**config.mk**
```make
export PLATFORM = sky130hd
export DESIGN_NAME = jtag_mem_arbiter_flat
export DESIGN_NICKNAME = d
export VERILOG_FILES = /design/src/rtl/jtag_mem_arbiter_if.sv /design/src/rtl/jtag_mem_arbiter.sv /design/src/flat_wrapper.sv
export SDC_FILE = /design/constraint.sdc
export NUM_CORES = 1
export LEC_CHECK = 0
export BUFFER_PORTS_ARGS = -buffer_cell sky130_fd_sc_hd__buf_2
export CORE_AREA = 2 2 190 192
export CTS_CLUSTER_DIAMETER = 30
export DETAILED_ROUTE_END_ITERATION = 12
export DIE_AREA = 0 0 192 194
export GPL_TIMING_DRIVEN = 0
export PLACE_DENSITY = 0.41
export SETUP_SLACK_MARGIN = 0.5
export SYNTH_ARGS = -nofsm -noshare
export SYNTH_HDL_FRONTEND = slang
export SYNTH_SLANG_ARGS = --single-unit
export TNS_END_PERCENT = 20
```
**constraint.sdc**
```tcl
create_clock -name tck -period 6.1 [get_ports tck]
set_input_delay 0.305 -clock tck [delete_from_list [all_inputs] [get_ports tck]]
set_output_delay 0.305 -clock tck [all_outputs]
set_load 0.01 [all_outputs]
```
**src/rtl/jtag_mem_arbiter_if.sv**
```systemverilog
`default_nettype none
// ============================================================================
// Module      : jtag_mem_arbiter_if
// Description : Bus bundle between two requesters (A = JTAG debug loader,
//               B = secondary agent) and a shared single-port memory.
//               The arbiter connects through the slave modport. The
//               requesters and the memory connect through the master modport.
// Ports       : a_req/a_lock/a_we/a_addr/a_wdata  -> requests from port A
//               a_gnt/a_rvalid/a_rdata            <- accept/return to A
//               b_req/b_we/b_addr/b_wdata         -> requests from port B
//               b_gnt/b_rvalid/b_rdata            <- accept/return to B
//               mem_en/mem_we/mem_addr/mem_wdata  <- memory command
//               mem_rdata                         -> memory read data
// Revision    : 1.0 - initial release
// ============================================================================
interface jtag_mem_arbiter_if #(
  parameter int DATA_W = 64,
  parameter int ADDR_W = 32
);
  // Port A (JTAG loader)
  logic              a_req;
  logic              a_lock;
  logic              a_we;
  logic [ADDR_W-1:0] a_addr;
  logic [DATA_W-1:0] a_wdata;
  logic              a_gnt;
  logic              a_rvalid;
  logic [DATA_W-1:0] a_rdata;
  // Port B (second agent)
  logic              b_req;
  logic              b_we;
  logic [ADDR_W-1:0] b_addr;
  logic [DATA_W-1:0] b_wdata;
  logic              b_gnt;
  logic              b_rvalid;
  logic [DATA_W-1:0] b_rdata;
  // Shared memory port
  logic              mem_en;
  logic              mem_we;
  logic [ADDR_W-1:0] mem_addr;
  logic [DATA_W-1:0] mem_wdata;
  logic [DATA_W-1:0] mem_rdata;

  // Arbiter side
  modport slave (
    input  a_req, a_lock, a_we, a_addr, a_wdata,
    output a_gnt, a_rvalid, a_rdata,
    input  b_req, b_we, b_addr, b_wdata,
    output b_gnt, b_rvalid, b_rdata,
    output mem_en, mem_we, mem_addr, mem_wdata,
    input  mem_rdata
  );

  // Requester / memory side
  modport master (
    output a_req, a_lock, a_we, a_addr, a_wdata,
    input  a_gnt, a_rvalid, a_rdata,
    output b_req, b_we, b_addr, b_wdata,
    input  b_gnt, b_rvalid, b_rdata,
    input  mem_en, mem_we, mem_addr, mem_wdata,
    output mem_rdata
  );
endinterface
`default_nettype wire

```
**src/rtl/jtag_mem_arbiter.sv**
```systemverilog
`default_nettype none
// ============================================================================
// Module      : jtag_mem_arbiter
// Description : Round-robin arbiter that shares one single-port memory
//               between the JTAG loader (A) and a second agent (B). A can
//               hold a bounded lock across multi-word sequences. Each read
//               return is steered to the port that issued the read after a
//               fixed memory latency.
// Ports       : tck   - sole clock, rising edge
//               reset - asynchronous, active-high
//               bus   - jtag_mem_arbiter_if.slave (A, B and memory signals)
// Parameters  : DATA_W, ADDR_W, RD_LATENCY (1..4), MAX_LOCK (1..255)
// Revision    : 1.0 - initial release
// ============================================================================
module jtag_mem_arbiter #(
  parameter int DATA_W     = 64,
  parameter int ADDR_W     = 32,
  parameter int RD_LATENCY = 1,
  parameter int MAX_LOCK   = 8
) (
  input  wire logic           tck,
  input  wire logic           reset,
  jtag_mem_arbiter_if.slave   bus
);

  typedef enum logic [0:0] {
    PORT_A = 1'b0,
    PORT_B = 1'b1
  } port_t;

  localparam logic [7:0] c_MAX_LOCK = MAX_LOCK[7:0];
  localparam logic [7:0] c_LCNT_SAT = 8'hFF;

  // --------------------------------------------------------------------------
  // State
  // --------------------------------------------------------------------------
  port_t                 r_last;
  logic                  r_locked;
  logic [7:0]            r_lcnt;
  // Read-tracking pipe: valid bit plus "issued by B" bit per stage.
  logic [RD_LATENCY-1:0] r_rd_vld;
  logic [RD_LATENCY-1:0] r_rd_isb;
  logic                  r_a_rvalid;
  logic                  r_b_rvalid;
  logic [DATA_W-1:0]     r_a_rdata;
  logic [DATA_W-1:0]     r_b_rdata;

  // --------------------------------------------------------------------------
  // Grant decision
  // --------------------------------------------------------------------------
  logic w_a_req;
  logic w_b_req;
  logic w_lock_hold;
  logic w_gnt_a;
  logic w_gnt_b;
  logic w_rd_push;
  logic w_ret_a;
  logic w_ret_b;

  always_comb begin
    // Requests are masked during reset so nothing reaches the memory.
    w_a_req     = bus.a_req & ~reset;
    w_b_req     = bus.b_req & ~reset;
    // A keeps ownership under contention only until the lock budget is spent;
    // once LCNT reaches MAX_LOCK the round-robin rule hands the slot to B.
    w_lock_hold = r_locked && (r_lcnt < c_MAX_LOCK);
    w_gnt_a     = w_a_req && (!w_b_req || w_lock_hold || (r_last == PORT_B));
    w_gnt_b     = w_b_req && !w_gnt_a;
    w_rd_push   = (w_gnt_a && !bus.a_we) || (w_gnt_b && !bus.b_we);
    w_ret_a     = r_rd_vld[RD_LATENCY-1] && !r_rd_isb[RD_LATENCY-1];
    w_ret_b     = r_rd_vld[RD_LATENCY-1] &&  r_rd_isb[RD_LATENCY-1];
  end

  // --------------------------------------------------------------------------
  // Memory command mux (all-zero when idle)
  // --------------------------------------------------------------------------
  always_comb begin
    bus.mem_en    = w_gnt_a | w_gnt_b;
    bus.mem_we    = 1'b0;
    bus.mem_addr  = '0;
    bus.mem_wdata = '0;
    if (w_gnt_a) begin
      bus.mem_we    = bus.a_we;
      bus.mem_addr  = bus.a_addr;
      bus.mem_wdata = bus.a_wdata;
    end else if (w_gnt_b) begin
      bus.mem_we    = bus.b_we;
      bus.mem_addr  = bus.b_addr;
      bus.mem_wdata = bus.b_wdata;
    end
  end

  assign bus.a_gnt    = w_gnt_a;
  assign bus.b_gnt    = w_gnt_b;
  assign bus.a_rvalid = r_a_rvalid;
  assign bus.b_rvalid = r_b_rvalid;
  assign bus.a_rdata  = r_a_rdata;
  assign bus.b_rdata  = r_b_rdata;

  // --------------------------------------------------------------------------
  // Ownership / lock bookkeeping
  // --------------------------------------------------------------------------
  always_ff @(posedge tck or posedge reset) begin
    if (reset) begin
      r_last   <= PORT_B;
      r_locked <= 1'b0;
      r_lcnt   <= 8'd0;
    end else if (w_gnt_a) begin
      r_last <= PORT_A;
      if (bus.a_lock) begin
        r_locked <= 1'b1;
        // Only grants made while the lock is already held count against the
        // budget, so A gets its opening grant plus MAX_LOCK locked grants.
        if (r_locked && w_b_req && (r_lcnt != c_LCNT_SAT)) begin
          r_lcnt <= r_lcnt + 8'd1;
        end
      end else begin
        r_locked <= 1'b0;
        r_lcnt   <= 8'd0;
      end
    end else if (w_gnt_b) begin
      r_last   <= PORT_B;
      r_locked <= 1'b0;
      r_lcnt   <= 8'd0;
    end else if (!bus.a_lock) begin
      // A lock that was held can only be seen with a_lock low on an idle
      // cycle if A has just released it, so this covers the falling edge.
      r_locked <= 1'b0;
      r_lcnt   <= 8'd0;
    end
  end

  // --------------------------------------------------------------------------
  // Read tracking and return routing
  // --------------------------------------------------------------------------
  always_ff @(posedge tck or posedge reset) begin
    if (reset) begin
      r_rd_vld   <= '0;
      r_rd_isb   <= '0;
      r_a_rvalid <= 1'b0;
      r_b_rvalid <= 1'b0;
      r_a_rdata  <= '0;
      r_b_rdata  <= '0;
    end else begin
      r_rd_vld[0] <= w_rd_push;
      r_rd_isb[0] <= w_gnt_b;
      for (int i = 1; i < RD_LATENCY; i++) begin
        r_rd_vld[i] <= r_rd_vld[i-1];
        r_rd_isb[i] <= r_rd_isb[i-1];
      end
      // The last stage lines up with the cycle in which the memory drives
      // the data for that read.
      r_a_rvalid <= w_ret_a;
      r_b_rvalid <= w_ret_b;
      if (w_ret_a) begin
        r_a_rdata <= bus.mem_rdata;
      end
      if (w_ret_b) begin
        r_b_rdata <= bus.mem_rdata;
      end
    end
  end

endmodule
`default_nettype wire
```
**src/flat_wrapper.sv**
```systemverilog
// flat-port wrapper written by rule: the top's interface ports become plain ports
module jtag_mem_arbiter_flat 
#(
  parameter int DATA_W     = 64,
  parameter int ADDR_W     = 32,
  parameter int RD_LATENCY = 1,
  parameter int MAX_LOCK   = 8
)
  (tck, reset, bus_a_req, bus_a_lock, bus_a_we, bus_a_addr, bus_a_wdata, bus_a_gnt, bus_a_rvalid, bus_a_rdata, bus_b_req, bus_b_we, bus_b_addr, bus_b_wdata, bus_b_gnt, bus_b_rvalid, bus_b_rdata, bus_mem_en, bus_mem_we, bus_mem_addr, bus_mem_wdata, bus_mem_rdata);
  jtag_mem_arbiter_if #(.DATA_W(DATA_W), .ADDR_W(ADDR_W)) bus_i ();
  input  wire logic tck;
  input  wire logic reset;
  input wire logic [$bits(bus_i.a_req)-1:0] bus_a_req;
  input wire logic [$bits(bus_i.a_lock)-1:0] bus_a_lock;
  input wire logic [$bits(bus_i.a_we)-1:0] bus_a_we;
  input wire logic [$bits(bus_i.a_addr)-1:0] bus_a_addr;
  input wire logic [$bits(bus_i.a_wdata)-1:0] bus_a_wdata;
  output wire logic [$bits(bus_i.a_gnt)-1:0] bus_a_gnt;
  output wire logic [$bits(bus_i.a_rvalid)-1:0] bus_a_rvalid;
  output wire logic [$bits(bus_i.a_rdata)-1:0] bus_a_rdata;
  input wire logic [$bits(bus_i.b_req)-1:0] bus_b_req;
  input wire logic [$bits(bus_i.b_we)-1:0] bus_b_we;
  input wire logic [$bits(bus_i.b_addr)-1:0] bus_b_addr;
  input wire logic [$bits(bus_i.b_wdata)-1:0] bus_b_wdata;
  output wire logic [$bits(bus_i.b_gnt)-1:0] bus_b_gnt;
  output wire logic [$bits(bus_i.b_rvalid)-1:0] bus_b_rvalid;
  output wire logic [$bits(bus_i.b_rdata)-1:0] bus_b_rdata;
  output wire logic [$bits(bus_i.mem_en)-1:0] bus_mem_en;
  output wire logic [$bits(bus_i.mem_we)-1:0] bus_mem_we;
  output wire logic [$bits(bus_i.mem_addr)-1:0] bus_mem_addr;
  output wire logic [$bits(bus_i.mem_wdata)-1:0] bus_mem_wdata;
  input wire logic [$bits(bus_i.mem_rdata)-1:0] bus_mem_rdata;
  assign bus_i.a_req = bus_a_req;
  assign bus_i.a_lock = bus_a_lock;
  assign bus_i.a_we = bus_a_we;
  assign bus_i.a_addr = bus_a_addr;
  assign bus_i.a_wdata = bus_a_wdata;
  assign bus_a_gnt = bus_i.a_gnt;
  assign bus_a_rvalid = bus_i.a_rvalid;
  assign bus_a_rdata = bus_i.a_rdata;
  assign bus_i.b_req = bus_b_req;
  assign bus_i.b_we = bus_b_we;
  assign bus_i.b_addr = bus_b_addr;
  assign bus_i.b_wdata = bus_b_wdata;
  assign bus_b_gnt = bus_i.b_gnt;
  assign bus_b_rvalid = bus_i.b_rvalid;
  assign bus_b_rdata = bus_i.b_rdata;
  assign bus_mem_en = bus_i.mem_en;
  assign bus_mem_we = bus_i.mem_we;
  assign bus_mem_addr = bus_i.mem_addr;
  assign bus_mem_wdata = bus_i.mem_wdata;
  assign bus_i.mem_rdata = bus_mem_rdata;
  jtag_mem_arbiter #(.DATA_W(DATA_W), .ADDR_W(ADDR_W), .RD_LATENCY(RD_LATENCY), .MAX_LOCK(MAX_LOCK)) u_core (.tck(tck), .reset(reset), .bus(bus_i));
endmodule
```
After elaboration in Yosys (flattened, before gate mapping)
Index checks and enable logic that the tools add are counted.

Add/subtract/negate cells: 1. Magnitude comparators: 1. Equality and inequality tests: 3. Mux-type cells: 17. Bitwise logic cells: 4. Reductions and logical operators: 19.

Operators by type and width (number): $mux W64 (2); $mux W32 (2); $mux W8 (5); $logic_and A1 B1 Y1 (9); $add A8 B1 Y8 const B (1); $lt A8 B4 Y1 const B (1); $mux W1 (8); $ne A8 B8 Y1 const B (1); $logic_not A1 Y1 (5); $logic_or A1 B1 Y1 (3); $ne A3 B1 Y1 const B (1); $ne A3 B3 Y1 const B (1); $and A1 B1 Y1 (2); $reduce_and A2 Y1 (1); $reduce_bool A2 Y1 (1); $not A1 Y1 (1); $or A1 B1 Y1 (1).

Register bits: 142. Output and inout port bits: 230.

Depth between registers and ports, before layout
Gate-level depths: netlist (run 1).

Depth after elaboration: 10. Depth in mapped cells: 6. Mapped depth without buffers: 5.

Worst setup path after synthesis (run 1)
Ideal clock, no wire load.

Path kind: input-to-output. Start point: input port reset. End point: output port bus_mem_addr[10]. Arrival: 4.394 ns. Path slack: 1.401 ns. Stages: 6. Path through: inv_1 > nand2_1 > a21oi_1 > clkbuf_1 > buf_1 > a22o_1.

Word-level cells in the longest chain between the ends: 10.

RTL lines: start, declared (line flat_wrapper.sv:12) `input wire logic reset;`; $not A1 Y1 (*) (line jtag_mem_arbiter.sv:62, jtag_mem_arbiter.sv:63); $and A1 B1 Y1 (line jtag_mem_arbiter.sv:63) `w_b_req = bus.b_req & ~reset;`; $logic_not A1 Y1 (line jtag_mem_arbiter.sv:67) `w_gnt_a = w_a_req && (!w_b_req || w_lock_hold || (r_last == PORT_B));`; $logic_or A1 B1 Y1 (2 in series) (line jtag_mem_arbiter.sv:67); $logic_and A1 B1 Y1 (line jtag_mem_arbiter.sv:67); $logic_not A1 Y1 (line jtag_mem_arbiter.sv:68) `w_gnt_b = w_b_req && !w_gnt_a;`; $logic_and A1 B1 Y1 (line jtag_mem_arbiter.sv:68); $mux W32 (line jtag_mem_arbiter.sv:86) `end else if (w_gnt_b) begin`; $mux W32 (*) (line jtag_mem_arbiter.sv:82) `if (w_gnt_a) begin`; end, declared (line flat_wrapper.sv:30) `output wire logic [$bits(bus_i.mem_addr)-1:0] bus_mem_addr;`.

Mark *: on every way between the ends. The rest lies on a longest branch, timed or not.

Worst setup path after layout (run 1)
Start point: register u_core.r_lcnt[4]. End point: output port bus_mem_wdata[31].

Word-level cells in the longest chain between the ends: 9.

RTL lines: start, declared (line jtag_mem_arbiter.sv:39) `logic [7:0] r_lcnt;`; start signal, assigned (line jtag_mem_arbiter.sv:115) `r_lcnt <= r_lcnt + 8'd1;`; $lt A8 B4 Y1 (*) (line jtag_mem_arbiter.sv:66) `w_lock_hold = r_locked && (r_lcnt < c_MAX_LOCK);`; $logic_and A1 B1 Y1 (*) (line jtag_mem_arbiter.sv:66); $logic_or A1 B1 Y1 (*) (2 in series) (line jtag_mem_arbiter.sv:67); $logic_and A1 B1 Y1 (*) (line jtag_mem_arbiter.sv:67); $logic_not A1 Y1 (line jtag_mem_arbiter.sv:68); $logic_and A1 B1 Y1 (line jtag_mem_arbiter.sv:68); $mux W64 (line jtag_mem_arbiter.sv:86); $mux W64 (*) (line jtag_mem_arbiter.sv:82); end, declared (line flat_wrapper.sv:31) `output wire logic [$bits(bus_i.mem_wdata)-1:0] bus_mem_wdata;`.

Marks and branches as above.

==> results of run 1 <==
==> area by class of cell <==
| type | instances | area share |
|---|---|---|
| Antenna cell | 4 | 0.000991 |
| Buffer | 38 | 0.0168 |
| Clock buffer | 21 | 0.0456 |
| Clock inverter | 9 | 0.0110 |
| Inverter | 5 | 0.00260 |
| Multi-Input combinational cell | 285 | 0.266 |
| Sequential cell | 142 | 0.352 |
| Tap cell | 461 | 0.0571 |
| Timing Repair Buffer | 494 | 0.248 |
==> worst paths after layout <==
| kind | endpoint | slack (ps) | cells past startpoint |
|---|---|---|---|
| min in group asynchronous | u_core.r_lcnt[4] | 440 | 3 |
| hold reg to reg | u_core.bus.b_rdata[45] | 500 | 1 |
| setup / recovery | bus_mem_wdata[31] | 2410 | 7 |
| setup reg to reg | u_core.bus.a_rdata[43] | 3820 | 4 |
| max in group asynchronous | u_core.bus.a_rdata[30] | 4790 | 4 |
| hold / removal | u_core.r_rd_vld | 80 | 2 |
==> routing by layer <==
metal / wire length, um / part of all wire / track usage
met2: 19100 / 0.50 / 0.353
met4: 1410 / 0.037 / 0.0868
met3: 3400 / 0.090 / 0.0675
met5: 86 / 0.0023 / 0
met1: 13900 / 0.37 / 0.216
==> through the flow <==
stage          cell area, um2  total power (uW)  std cells  utilization
3_5_place_dp             9510              2300       1424        0.270
3_3_place_gp             9470              2290       1423        0.269
2_1_floorplan            6430              1750        470            -
6_report                10100              3290       1459        0.287
4_1_cts                 10100              3360       1455        0.286
5_1_grt                 10100              3490       1459        0.287
==> cell families after synthesis <==
logic type | synth area share
AOI/OAI and AO/OA | 0.149
and+or+nand+nor | 0.0356
DFF | 0.553
buffers and inverters | 0.0294
muxes | 0.232
adders and majority gates | 0.00194
==> cells in the final DEF (no fill, tap or decap), types with 2 or more instances in the layout <==
cell and n:
o21a_1 2, o211ai_1 3, inv_6 2, clkinvlp_4 2, mux2_2 128, inv_1 3
or3_1 3, bufinv_16 2, clkbuf_1 33, a21oi_1 3, a21boi_1 2, dfrtp_1 141
buf_2 493, buf_6 3, clkbuf_16 17, nand3_1 9, nand2_1 5, a22o_1 97
nor3_1 3, clkinv_2 2, diode_2 4, mux2i_1 5, nor2b_1 2, nor2_1 4
clkbuf_8 2, nand3b_1 4, buf_1 2
==> sequential cells by signal (all words and copies together) (netlist names) <==
register,flops
u_core.bus.b_rdata,64
u_core.r_rd_isb,1
u_core.r_lcnt,8
u_core.bus.a_rvalid,1
u_core.r_last,1
u_core.bus.b_rvalid,1
u_core.r_locked,1
u_core.bus.a_rdata,64
u_core.r_rd_vld,1
==> where the power goes <==
| group | internal (uW) | switching (uW) |
|---|---|---|
| clock network | 621 | 408 |
| registers | 1170 | 102 |
| logic | 468 | 521 |
| total | 2260 | 1030 |
==> worst register-to-register path: stages, from the launching register on <==
cell	delay (ps)
dfrtp_1	390
nor2b_1	160
clkbuf_1	580
clkbuf_1	610
mux2_2	420
==> results by group, run 1 <==
Floorplanning
  • Num rows: 69
  • Core Footprint: 35200 um2
  • Initial Util: 0.183
  • Die height: 194 um
  • Die Area: 37200 um2
  • I/O pin count: 493
  • Die width: 192 um

Timing
  • Fin crit period: 3690 ps
  • Final hold violations: 0
  • Worst slew pin tran: 765 ps
  • Final setup skew: 8.36 ps
  • Fin crit share: 0.605
  • Max Freq: 0.271 GHz
  • Post-route setup TNS: 0 ps
  • Unrepaired setup endpoints after global routing: false
  • Fin worst setup slack: 2410 ps
  • Slew margin rel.: 0.490
  • Final Max Tran Viols: 0
  • Count of final setup violators: 0
  • Worst hold slack: 81.7 ps

Finish
  • Layout cell share with drive strength beyond 1: 0.664
  • Register Area: 3550 um2
  • Fin nets: 1247
  • Area of the multi-input gates: 2690 um2
  • Fill cells: around 3800
  • Area grow syn2layout: 57.0%

Placement
  • Pre-CTS WS: 2730 ps
  • IO Port Bufs: 492
  • GP Congestion: 0.970
  • Hpwl dp: between 30000 and 40000 um

Clock tree
  • Num CTS Buffers: 17
  • CTS H-Tree Depth: 4
  • TritonCTS clock tree: done
  • Postcts setup bufs: 0
  • CTS max path bufs: 2
  • Clk root buf: clkbuf_16
  • CTS Hold Bufs: 1
  • Clock Pin Slew Worst Setup and Hold Paths: 60 ps
  • CTS sink count: roughly 140
  • Cts repair resizes: 0
  • Worst skew pair latency: 420 ps

Global route
  • Largest net degree at the start of global routing: 109
  • Grt total ovfl: 0
  • GRT Overall Usage: 0.200
  • Vias in the first global route: ~6600
  • Global-route wire length before repair: 50500 um
  • Antenna violations before repair: 15

Worst setup path
  • Worst setup EP type: output pin
  • Crit path required time: roughly 5800 ps
  • Reg2Reg Launch Point: u_core.r_rd_isb
  • Cells along the critical path: nor4_1, a31oi_1, a21oi_1, clkbuf_1, clkbuf_1, a22o_1, buf_2
  • WS Path Type: reg2out
  • CP peak stage delay: roughly 640 ps
  • Startpoint class of the critical path: flop
  • Crit. Startpoint: u_core.r_lcnt[4]
  • Worst Path Arrival: approximately 3400 ps
  • CP top delay family: buffers and inverters
  • Crit Path Max Fanout: 10
  • Slowest cell on the critical path: clkbuf_1
  • WP buf/inv: 3
  • CP dominant cell by count: clkbuf_1

Worst hold path
  • Hold crit path type: in2reg
  • HP Start: bus_a_we

Pwr
  • Leakage power: 0.00509 uW
  • Peak supply drop: about 0.12 mV
  • P per Cell Area: 326 nW/um2

Yosys
  • Library cells used by synthesis: 38
  • Synthesized cell area: approximately 6400 um2
  • Synth async-reset ratio: 1.00
  • Post-synth EDFFs: 0
  • Post-synthesis sequential area ratio: 0.553
  • Yosys reg bits: 142
  • Most frequent cell after synthesis: dfrtp_1
  • Synth area leaders: dfrtp_1, mux2_2, a22o_1
  • Post-synth top area share: 0.548
  • Syn nets: 734
  • Main synth FF type: dfrtp_1
  • Synth area leader: dfrtp_1
  • Synth Instances: 470
  • Warnings, synthesis: 0
  • Post-synth top cells: dfrtp_1, mux2_2, a22o_1
  • Avg Cell Area, Syn: 13.7 um2

Detailed routing
  • DR pass1 iterations: 4
  • Final ANT Viol Nets: 0
  • Routed WL: 37900 um
  • Detailed-route wire length per cell: 26.0 um
  • DRC: 0
  • 1st-iter DRT viols: 301
  • Vias per cell: 4.31
  • DR vias: around 6300

Run status
  • Outcome: complete, no violations

Job
  • Max-cap viol count: 0
No activity file was read; power rests on OpenSTA's default activity.
==> run 2, diff against run 1 <==
CORE_AREA = 2 2 194 196   (was 2 2 190 192)
DIE_AREA = 0 0 196 198   (was 0 0 192 194)
clock period = 3.17 ns   (was 6.1 ns; I/O delays follow)
==> results by group, run 2 (synthesized netlist as in run 1, its figures left out) <==
Run status
  • Outcome: complete, no violations

Clock tree
  • Clock Pin Slew Worst Setup and Hold Paths: 70 ps (about the same)
  • Worst skew pair latency: 430 ps (about the same)
  • CTS max path bufs: 2 (unchanged)
  • Num CTS Buffers: 17 (unchanged)
  • CTS H-Tree Depth: 4 (unchanged)
  • CTS sink count: 142 (unchanged)
  • TritonCTS clock tree: done
  • Clk root buf: clkbuf_16

Floorplanning
  • Die height: 198 um (+2.1%)
  • Initial Util: 0.174 (-0.00856)
  • Core Footprint: 37000 um2 (+4.9%)
  • Die Area: 38800 um2 (+4.2%)
  • Num rows: 71 (+2.9%)
  • Die width: 196 um (+2.1%)
  • I/O pin count: 493 (unchanged)

Job
  • Max-cap viol count: 0 (unchanged)

Pwr
  • Sequential share of power: 0.382 (-0.005)
  • Clock power frac: 0.305 (-0.007)
  • Sw frac: 0.336 (+0.0231)
  • P_sw: 2170 uW (+110%)
  • Peak supply drop: 0.240 mV (+98%)
  • P per Cell Area: 586 nW/um2 (+80%)
  • Leakage power: 0.00550 uW (+8.2%)
  • P_int: 4280 uW (+89%)
  • Comb pwr share: 0.313 (+0.013)

Worst setup path
  • WS Path Type: reg2out
  • Worst setup EP type: output pin
  • Crit Path Max Fanout: 10 (unchanged)
  • Worst Path Arrival: 2510 ps (-870 ps)
  • Crit path required time: 3010 ps (-2780 ps)
  • Startpoint class of the critical path: flop

Finish
  • Commonest non-fill, non-tap cell in the layout: buf_2
  • Final instance area: 11000 um2 (+8.9%)
  • Layout cell share with drive strength beyond 1: 0.652 (-0.0116)
  • Commonest non-fill, non-tap cells in the layout: buf_2, dfrtp_1, mux2_2
  • Area grow syn2layout: 71.0%
  • Fin nets: 1321 (+5.9%)
  • Cell Count, Final, Fillers Out: 1547 (+6.0%)

Timing
  • Max Freq: roughly 0.37 GHz
  • Fin crit period: 2670 ps
  • Post-route setup TNS: 0 ps (unchanged)
  • Unrepaired setup endpoints after global routing: true
  • Final setup skew: 5.52 ps (-2.84 ps)
  • Final Max Tran Viols: 0 (unchanged)
  • Worst slew pin tran: 775 ps (+9.01 ps)
  • Count of final setup violators: 0 (unchanged)
  • Fin crit share: 0.841
  • Final hold violations: 0 (unchanged)
  • Slew margin rel.: 0.484 (-0.00601)

Detailed routing
  • DR pass1 iterations: 4 (unchanged)
  • Final ANT Viol Nets: 0 (unchanged)
  • Vias per cell: 4.19 (-2.8%)
  • DRC: 0 (unchanged)
  • DR vias: 6480 (+3.0%)
  • Routed WL: 37200 um (-1.9%)
  • Detailed-route wire length per cell: 24.0 um (-7.5%)
  • 1st-iter DRT viols: 379 (+26%)

Global route
  • Largest net degree at the start of global routing: 40 (-63%)
  • Antenna violations before repair: 6 (-9)
  • GRT Overall Usage: 0.187 (-0.0137)
  • Vias in the first global route: 6550 (-0.44%)
  • Grt total ovfl: 0 (unchanged)
  • Global-route wire length before repair: 49500 um (-1.9%)

Placement
  • IO Port Bufs: 492 (unchanged)
  • Placed inst area: 9610 um2 (+1.1%)
  • Placed insts: 1440 (+1.1%)
  • Hpwl dp: 31500 um (-4.3%)
  • GP Congestion: 0.964 (-0.60%)

Worst hold path
  • Hold crit path type: in2reg
run 2: changes by cell type in the layout (fill, tap and decap cells not counted), sizes merged:
cell	previous run	this run
buf	500	511
dlygate4sd3	1	67
diode	4	3
clkbuf	52	45
inv	7	15
clkinv	3	2
bufinv	2	0
clkinvlp	2	3
run 2: power by group through the flow:
stage	registers, uW	logic [uW]	clock network (uW)
final	2460	2020	1970
after floorplan	2710	666	0
after global routing	2520	2150	2130
after CTS	2460	2050	2050
after global placement	2490	1940	0
after detailed placement	2500	1960	0
run 2: timing repair:
item                                    in CTS  in global routing
hold buffers                                68                  0
pin swaps                                    2                  0
setup buffers                                4                  0
endpoints found under the setup margin      96                 46
hold endpoints to repair                   193                  0
gates resized for setup                     18                  9
run 2: layout make-up:
type,instances,area (um2)
tap,474,593
buffer,38,228
timing repair buffer,568,3260
sequential,142,3550
clock inverter,15,139
multi-input combinational,285,2760
clock buffer,17,425
inverter,5,25.0
fill,3930,26000
antenna,3,7.51
run 2: layer usage:
layer | vias up | track usage | routed length, um
met2 | 309 | 0.305 | 17700
met1 | 3164 | 0.235 | 15400
li1 | 2971 | - | -
met4 | 0 | 0.0777 | 1110
met3 | 36 | 0.0472 | 2900
met5 | - | 0 | 0
run 2: path summary, 6_finish.rpt:
path	startpoint	endpoint	slack, ps	cells after the start
min reg2reg	u_core.bus.b_rdata[12]	u_core.bus.b_rdata[12]	500	1
max in group asynchronous	reset	u_core.bus.a_rdata[28]	2160	5
max reg2reg	u_core.r_lcnt[4]	u_core.r_rd_vld	830	6
min	bus_mem_rdata[58]	u_core.bus.b_rdata[58]	30	2
max	u_core.r_lcnt[5]	bus_mem_addr[14]	500	7
min in group asynchronous	reset	u_core.bus.b_rdata[51]	280	3
run 2: per-stage QoR:
step	worst slack [ps]	util	total power (uW)	hold WS [ps]
after floorplan	-5.79	-	3380	251
after global placement	-1760	0.258	4430	369
after detailed placement	679	0.260	4460	146
after CTS	491	0.297	6570	3.27
after global routing	441	0.298	6800	7.06
final	503	0.298	6450	27.2
run 2: critical path, stage by stage (launching register included):
cell      delay, ps
dfrtp_1         420
or4_4           580
o211ai_4        230
inv_4            90
buf_8           160
buf_6           140
a22o_1          290
buf_2           160
==> run 3, diff against run 2 <==
CORE_AREA = 2 2 190 192   (was 2 2 194 196)
DIE_AREA = 0 0 192 194   (was 0 0 196 198)
clock period = 2.5 ns   (was 3.17 ns; I/O delays follow)
==> results by group, run 3 (synthesized netlist as in run 1, its figures left out) <==
Placement
  • Hpwl dp: 32500 um (+2.9%)
  • GP Congestion: 0.994 (+3.1%)
  • IO Port Bufs: 492 (unchanged)

Timing
  • Post-route setup TNS: -1830 ps (-1830 ps)
  • Max Freq: 0.388 GHz
  • Fin crit period: 2580 ps
  • Fin worst setup slack: -75.6 ps (-578 ps)
  • Unrepaired setup endpoints after global routing: true
  • Worst hold slack: 90.9 ps (+63.7 ps)
  • Slew margin rel.: 0.509 (+0.0256)
  • Final Max Tran Viols: 0 (unchanged)
  • Fin crit share: 1.03
  • Final setup skew: 9.82 ps (+4.30 ps)
  • Worst slew pin tran: 736 ps (-38.4 ps)
  • Final hold violations: 0 (unchanged)
  • Count of final setup violators: 50 (+50)

Clock tree
  • CTS max path bufs: 2 (unchanged)
  • Num CTS Buffers: 17 (unchanged)
  • Worst skew pair latency: 430 ps (about the same)
  • TritonCTS clock tree: done
  • CTS H-Tree Depth: 4 (unchanged)
  • CTS sink count: 142 (unchanged)
  • Clock Pin Slew Worst Setup and Hold Paths: 70 ps (about the same)
  • Clk root buf: clkbuf_16

Floorplanning
  • Num rows: 69 (-2.8%)
  • Initial Util: 0.183 (+0.00856)
  • Core Footprint: 35200 um2 (-4.7%)
  • Die width: 192 um (-2.0%)
  • Die height: 194 um (-2.0%)
  • I/O pin count: 493 (unchanged)
  • Die Area: 37200 um2 (-4.0%)

Run status
  • Outcome: complete, but fails checks
  • Failing checks: setup timing

Finish
  • Layout cell share with drive strength beyond 1: 0.676 (+0.0239)
  • Fill cells: 3736 (-4.9%)
  • Commonest non-fill, non-tap cell in the layout: buf_2
  • Fin nets: 1326 (+0.38%)
  • Area grow syn2layout: 76.7%
  • Antenna diode count: 0 (-3)
  • Commonest non-fill, non-tap cells in the layout: buf_2, dfrtp_1, mux2_2

Worst setup path
  • Worst setup EP type: output pin
  • Startpoint class of the critical path: flop
  • Crit path required time: 2380 ps (-630 ps)
  • WS Path Type: reg2out
  • CP peak stage delay: 570 ps (about the same)
  • Slowest cell on the critical path: or4_4
  • Cells along the critical path: or4_4, o211ai_4, inv_4, buf_12, buf_6, a22o_1, buf_2
  • Crit Path Max Fanout: 10 (unchanged)
  • Worst Path Arrival: 2450 ps (-60 ps)
  • R2R Setup Slk: 560 ps (-270 ps)

Detailed routing
  • 1st-iter DRT viols: 225 (-41%)
  • Routed WL: 38100 um (+2.5%)
  • Vias per cell: 4.29 (+2.4%)
  • Detailed-route wire length per cell: 24.8 um (+3.3%)
  • DRC: 0 (unchanged)
  • Final ANT Viol Nets: 0 (unchanged)
  • DR pass1 iterations: 4 (unchanged)
  • DR vias: 6588 (+1.7%)

Pwr
  • Leakage power: 0.00571 uW (+3.7%)
  • Peak supply drop: 0.423 mV (+76%)
  • P per Cell Area: 751 nW/um2 (+28%)

Global route
  • GRT Overall Usage: 0.202 (+0.0154)
  • Largest net degree at the start of global routing: 39 (-2.5%)
  • Vias in the first global route: 6838 (+4.4%)
  • Antenna violations before repair: 5 (-1)
  • Global-route wire length before repair: 51700 um (+4.4%)
  • Grt total ovfl: 0 (unchanged)

Worst hold path
  • Hold crit path type: in2reg

Job
  • Max-cap viol count: 0 (unchanged)
-- run 3: metal layers --
layer,vias to the layer above,global-route usage,part of all wire
met3,46,0.0440,0.081
li1,2989,-,-
met2,311,0.332,0.47
met1,3240,0.251,0.40
met4,2,0.0922,0.043
met5,-,0,0.00042
-- run 3: final cells by class --
type | count | area (um2) | area share
Sequential cell | 142 | 3550 | 0.313
Timing Repair Buffer | 573 | 3370 | 0.296
Multi-Input combinational cell | 285 | 2910 | 0.256
Tap cell | 461 | 577 | 0.0507
Clock buffer | 18 | 429 | 0.0377
Buffer | 38 | 304 | 0.0267
Clock inverter | 14 | 206 | 0.0182
Inverter | 5 | 25.0 | 0.00220
-- run 3: power breakdown --
| part | total (uW) | switching, uW | internal (uW) |
|---|---|---|---|
| sequential | 3120 | 260 | 2860 |
| combinational | 2630 | 1340 | 1290 |
| clock | 2780 | 1090 | 1690 |
| total | 8540 | 2690 | 5850 |
-- run 3: what timing repair did --
action                                 in CTS  in global routing
endpoints found under the hold margin     155                  0
hold buffers                               69                  0
setup endpoints to repair                 199                133
setup buffers                               6                  2
pin swaps                                   8                  1
resized for setup                          92                 15
-- run 3: worst paths after layout --
check	startpoint	to	cells after the start
hold reg to reg	u_core.bus.b_rdata[61]	u_core.bus.b_rdata[61]	1
setup / recovery	u_core.r_lcnt[5]	bus_mem_addr[6]	7
setup reg to reg	u_core.r_lcnt[5]	u_core.r_lcnt[6]	5
min in group asynchronous	reset	u_core.r_last	3
hold / removal	bus_a_req	u_core.r_lcnt[1]	4
max in group asynchronous	reset	u_core.bus.a_rdata[43]	5
-- run 3: worst max-delay path, delay by kind of cell, from the launching register on --
kind,cells,cell delay (ps)
AOI/OAI and AO/OA,2,460
buffers and inverters,4,570
DFF,1,410
and+or+nand+nor,1,570
-- run 3: through the flow --
step           std cells  utilization  worst slack [ps]  instance area [um2]  total power, uW
3_3_place_gp        1423        0.270             -2380                 9510             5630
2_1_floorplan        470            -              -609                 6470             4280
4_1_cts             1534        0.322             -97.0                11300             8690
5_1_grt             1536        0.323              -176                11400             8980
3_5_place_dp        1427        0.273              24.7                 9600             5670
6_report            1536        0.323             -75.6                11400             8540
